File: src/rtl/elevator_request_scheduler.sv
// elevator_request_scheduler
// Latches floor calls into a pending set, picks the next target with a SCAN
// (keep-direction) policy, offers it to the motion controller over a
// valid/ready handshake and holds the door open for DOOR_CYCLES cycles.
// Emergency stop overrides all scheduling.
// Optional feature macro: SCHED_EMERGENCY_RECALL_EN
//   defined   - HALT clears pending, ignores calls, and recalls the car to
//               floor 0 on release.
//   undefined - pending is kept and keeps accumulating through HALT.
module elevator_request_scheduler #(
    parameter int unsigned NUM_FLOORS  = 4,
    parameter int unsigned FLOOR_W     = 2,
    parameter int unsigned DOOR_CYCLES = 8
) (
    input  logic                  clk,
    input  logic                  reset_n,
    input  logic [NUM_FLOORS-1:0] call_req,
    input  logic [FLOOR_W-1:0]    current_floor,
    input  logic                  car_moving,
    input  logic                  emergency_stop,
    output logic [FLOOR_W-1:0]    target_floor,
    output logic                  target_valid,
    input  logic                  target_ready,
    output logic [NUM_FLOORS-1:0] pending,
    output logic                  dir_up,
    output logic                  door_open,
    output logic                  busy
);

    localparam int unsigned      CNT_W    = (DOOR_CYCLES > 1) ? $clog2(DOOR_CYCLES) : 1;
    localparam logic [CNT_W-1:0] CNT_LAST = CNT_W'(DOOR_CYCLES - 1);

    typedef enum logic [2:0] {
        S_IDLE,
        S_DISPATCH,
        S_TRAVEL,
        S_DOOR,
        S_HALT
    } state_t;

    state_t                  state;
    logic [CNT_W-1:0]        dwell_cnt;

    logic [NUM_FLOORS-1:0]   cur_bit;
    logic [NUM_FLOORS-1:0]   tgt_bit;
    logic [NUM_FLOORS-1:0]   call_masked;
    logic [NUM_FLOORS-1:0]   pend_acc;
    logic                    here_hit;
    logic                    up_found;
    logic                    dn_found;
    logic [FLOOR_W-1:0]      up_floor;
    logic [FLOOR_W-1:0]      dn_floor;
    logic                    fwd_found;
    logic                    rev_found;
    logic [FLOOR_W-1:0]      fwd_floor;
    logic [FLOOR_W-1:0]      rev_floor;

    // One-hot floor decodes and the call set to merge into pending this cycle
    always_comb begin
        cur_bit     = NUM_FLOORS'(1) << current_floor;
        tgt_bit     = NUM_FLOORS'(1) << target_floor;
        call_masked = call_req;
        if (state == S_DOOR) begin
            call_masked = call_req & ~tgt_bit;
        end
        pend_acc = pending | call_masked;
        here_hit = ((pending & cur_bit) != '0) && !car_moving;
    end

    // Nearest pending floor above (lowest index) and below (highest index)
    always_comb begin
        up_found = 1'b0;
        dn_found = 1'b0;
        up_floor = '0;
        dn_floor = '0;
        for (int unsigned i = 0; i < NUM_FLOORS; i++) begin
            if (pending[i] && (FLOOR_W'(i) > current_floor) && !up_found) begin
                up_found = 1'b1;
                up_floor = FLOOR_W'(i);
            end
            if (pending[i] && (FLOOR_W'(i) < current_floor)) begin
                dn_found = 1'b1;
                dn_floor = FLOOR_W'(i);
            end
        end
        fwd_found = dir_up ? up_found : dn_found;
        fwd_floor = dir_up ? up_floor : dn_floor;
        rev_found = dir_up ? dn_found : up_found;
        rev_floor = dir_up ? dn_floor : up_floor;
    end

    // Scheduler FSM with registered outputs and the pending-call set
    always_ff @(posedge clk or negedge reset_n) begin
        if (!reset_n) begin
            state        <= S_IDLE;
            target_floor <= '0;
            target_valid <= 1'b0;
            pending      <= '0;
            dir_up       <= 1'b1;
            door_open    <= 1'b0;
            busy         <= 1'b0;
            dwell_cnt    <= '0;
        end else if (emergency_stop) begin
            // Emergency wins over any handshake or door exit on the same edge
            state        <= S_HALT;
            busy         <= 1'b1;
            target_valid <= 1'b0;
            door_open    <= 1'b0;
            dwell_cnt    <= '0;
`ifdef SCHED_EMERGENCY_RECALL_EN
            pending      <= '0;
`else
            pending      <= pend_acc;
`endif
        end else begin
            pending <= pend_acc;
            case (state)
                S_IDLE: begin
                    if (here_hit) begin
                        state        <= S_DOOR;
                        busy         <= 1'b1;
                        target_floor <= current_floor;
                        door_open    <= 1'b1;
                        dwell_cnt    <= '0;
                        pending      <= pend_acc & ~cur_bit;
                    end else if (fwd_found) begin
                        state        <= S_DISPATCH;
                        busy         <= 1'b1;
                        target_floor <= fwd_floor;
                        target_valid <= 1'b1;
                    end else if (rev_found) begin
                        state        <= S_DISPATCH;
                        busy         <= 1'b1;
                        dir_up       <= ~dir_up;
                        target_floor <= rev_floor;
                        target_valid <= 1'b1;
                    end
                end
                S_DISPATCH: begin
                    if (target_ready) begin
                        state        <= S_TRAVEL;
                        target_valid <= 1'b0;
                    end
                end
                S_TRAVEL: begin
                    if ((current_floor == target_floor) && !car_moving) begin
                        state     <= S_DOOR;
                        door_open <= 1'b1;
                        dwell_cnt <= '0;
                        pending   <= pend_acc & ~tgt_bit;
                    end
                end
                S_DOOR: begin
                    if (dwell_cnt == CNT_LAST) begin
                        state     <= S_IDLE;
                        busy      <= 1'b0;
                        door_open <= 1'b0;
                        dwell_cnt <= '0;
                    end else begin
                        dwell_cnt <= dwell_cnt + CNT_W'(1);
                    end
                end
                S_HALT: begin
                    state <= S_IDLE;
                    busy  <= 1'b0;
`ifdef SCHED_EMERGENCY_RECALL_EN
                    pending <= NUM_FLOORS'(1);
`endif
                end
                default: begin
                    state <= S_IDLE;
                    busy  <= 1'b0;
                end
            endcase
        end
    end

endmodule
File: config.mk
export PLATFORM = sky130hd
export DESIGN_NAME = elevator_request_scheduler
export DESIGN_NICKNAME = d
export VERILOG_FILES = /design/src/rtl/elevator_request_scheduler.sv
export SDC_FILE = /design/constraint.sdc
export NUM_CORES = 1
export LEC_CHECK = 0
export CORE_MARGIN = 10
export CORE_UTILIZATION = 56
export CTS_CLUSTER_SIZE = 40
export DETAILED_ROUTE_END_ITERATION = 7
export HOLD_SLACK_MARGIN = 0.12
export PLACE_DENSITY = 0.84
export SLEW_MARGIN = 20
export SYNTH_ARGS = -nofsm -noshare
export SYNTH_HDL_FRONTEND = slang
export SYNTH_SLANG_ARGS = --single-unit
File: constraint.sdc
create_clock -name clk -period 4.5 [get_ports clk]
set_input_delay 0.675 -clock clk [delete_from_list [all_inputs] [get_ports clk]]
set_output_delay 0.675 -clock clk [all_outputs]
set_load 0.05 [all_outputs]
==> reports/metrics.cfg <==
[placed_design]
portBuffers = 20
gp_congestion = 0.948
dpl_cell_area_um2 = 1360
dp.cells = 177
dpl.hpwl_um = 2180
place_ws_ns = 1.72

[global_routing]
groute.usage.overall_pct = 14.4
busiest_layer = met2
grt_first_pass_wirelength_um = 5050
grt_max_degree = 18
grt_use_met2_pct = 21.6
antenna_found_initial = 0
gr-total-overflow = 0
gr-usage-met3_pct = 4.58
grt_pass1_vias = 1104
met1_usage_pct = 18.1

[yosys]
yosys_warnings = 0
netlist_top_cells_area = dfrtp_1, a21oi_1, nand2_1
ys_async_sr_fraction_pct = 100
synth_top_area_share_pct = 31.8
syn-cell-area_um2 = 1180
synthCells = 142
synth_fp_nets = 155
ys_seq_area_share_pct = 34.0
ys.flop_type = dfrtp_1
synth_edf_count = 0
syn_avg_cell_area_um2 = 8.32
yosys.area.top_type = dfrtp_1
ys_seq_elements = 16
synth.distinct_cells = 45

[drt]
ant_nets = 0
vias_per_cell = 6.39
drt-pass1-iter-count = 4
vias = 1157
drt_iter0_drc = 81
post_drt_wl_per_cell_um = 16.2
wl_um = 2930
route.detailed.drc = 0

[pwr]
internal-power_mw = 0.262
p_switching_mw = 0.157
p_sw_share_pct = 37.4
pwr-share-seq_pct = 45.0
power.density_nw_per_um2 = 301
p_leak_nw = 0.557
p_comb_share_pct = 31.5
clkPwrFrac_pct = 23.5
ir_drop_uv = 221
p_total_mw = 0.419

[layout]
multi_input_area_um2 = 698
syn2layout_area_growth_pct = 17.9
final_cell_area_um2 = 1390
seq_area_um2 = 402
n_fill_cell = 158
antenna_cells = 0
layout_commonest_cell = clkdlybuf4s50_1
final_cell_mix = clkdlybuf4s50_1, a21oi_1, dfrtp_1, nand2_1, nor2_1
fin_util_pct = 70.3
stdcell_count = 181
drive_above_1_share_pct = 9.09
nNetsFinal = 168

[clocking]
clockBufferDepth = 2
cts_root_buf = clkbuf_4
holdBufCountCts = 0
worstSkewPairLatency_ns = 0.30
post-cts-setup-buffers = 0
numCtsBuffers = 3
htree_levels = 1
cts_sinks = 16
tritoncts = yes
ctsResizeCount = 0
path_clk_slew_ns = 0.10

[timing]
fin_setup_tns_ns = 0
fin_crit_sh_pct = 55.7
slew_violations = 0
rsz0062_at_grt = false
whs_ns = 0.479
fmax_mhz = 399
relSlewSlack_pct = 52.4
skew_ns = 0.00928
fin_ws_ns = 1.99
worst_pin_slew_ns = 0.712
hold_viol = 0
fin_crit_ns = 2.51
setup_viol = 0

[worst_setup_path]
path_max_fanout = 13
critical_path_arrival_ns = 2.71
crit_path_start_kind = primary input
crit_type = primary input to flop
cp.required_ns = 4.70
end_kind = flop

[floorplan]
io_pins = 21
rows = 16
die-height_um = 65.9
initial_core_util_pct = 59.6
dieArea_um2 = 4350
die_width_um = 65.9
core_area_um2 = 1980

[flow_run]
drv_cap = 0

[run_status]
status = finished clean

[hold_path]
min_path_type = flop to flop

==> path summary, 6_finish.rpt <==
path | from | end | slack (ns) | cells after the start
min in group asynchronous | reset_n | pending[2] | 0.79 | 1
hold / removal | dwell_cnt[0] | dwell_cnt[0] | 0.48 | 1
setup reg to reg | state[1] | target_valid | 2.65 | 4
hold reg to reg | dwell_cnt[0] | dwell_cnt[0] | 0.48 | 1
setup / recovery | current_floor[1] | target_floor[0] | 1.99 | 5
max in group asynchronous | reset_n | target_valid | 3.25 | 1
==> critical path: stages <==
cell and delay, ns:
clkdlybuf4s50_1 0.65, or2_2 0.44, o22ai_2 0.31, mux2_2 0.38
a32o_1 0.26
==> cell usage after synthesis, drive strengths merged, types with 2 or more instances <==
| cell | count |
|---|---|
| a21oi | 16 |
| dfrtp | 15 |
| nand2 | 12 |
| nor2 | 11 |
| clkbuf | 8 |
| o21ai | 8 |
| inv | 6 |
| nor3 | 6 |
| buf | 4 |
| nor2b | 4 |
| o31ai | 4 |
| mux2i | 3 |
| nand2b | 3 |
| o22ai | 3 |
| a211o | 2 |
| a32o | 2 |
| ha | 2 |
| mux2 | 2 |
| nand3 | 2 |
| nand3b | 2 |
| nand4 | 2 |
| nand4b | 2 |
| o221ai | 2 |
| or2 | 2 |
| xor2 | 2 |
==> power groups by stage <==
stage	registers, mW	logic [mW]	clock network, mW
floorplan	0.202	0.0770	0
global placement	0.190	0.129	0
detailed placement	0.190	0.131	0
CTS	0.188	0.132	0.100
global route	0.193	0.143	0.106
finish	0.189	0.132	0.0984
==> per-layer routing <==
layer	wire [um]	vias up
met5	0	-
met4	69	0
met3	263	9
met2	1290	46
met1	1300	551
li1	-	551
==> logic make-up after synthesis <==
kind of cell,Yosys count,synth area share (%)
simple gates,50,22.7
compound gates,49,28.4
buf+inv,18,6.89
flops,16,34.0
mux,5,4.45
xor+xnor,2,1.48
fa+ha+maj,2,2.12
==> state kept, by name, indices dropped and copies added (netlist names) <==
signal	count
busy	1
dwell_cnt	3
door_open	1
target_floor	2
target_valid	1
dir_up	1
pending	4
state	3
==> layout make-up <==
class                   count  area share (%)
inverters                   6            1.62
multi-input cells         108            50.1
flip-flops and latches     16            28.8
repair buffers             20            14.4
well taps                  27            2.43
clock buffers               4            2.61
Power figures use the tool's default switching activity.
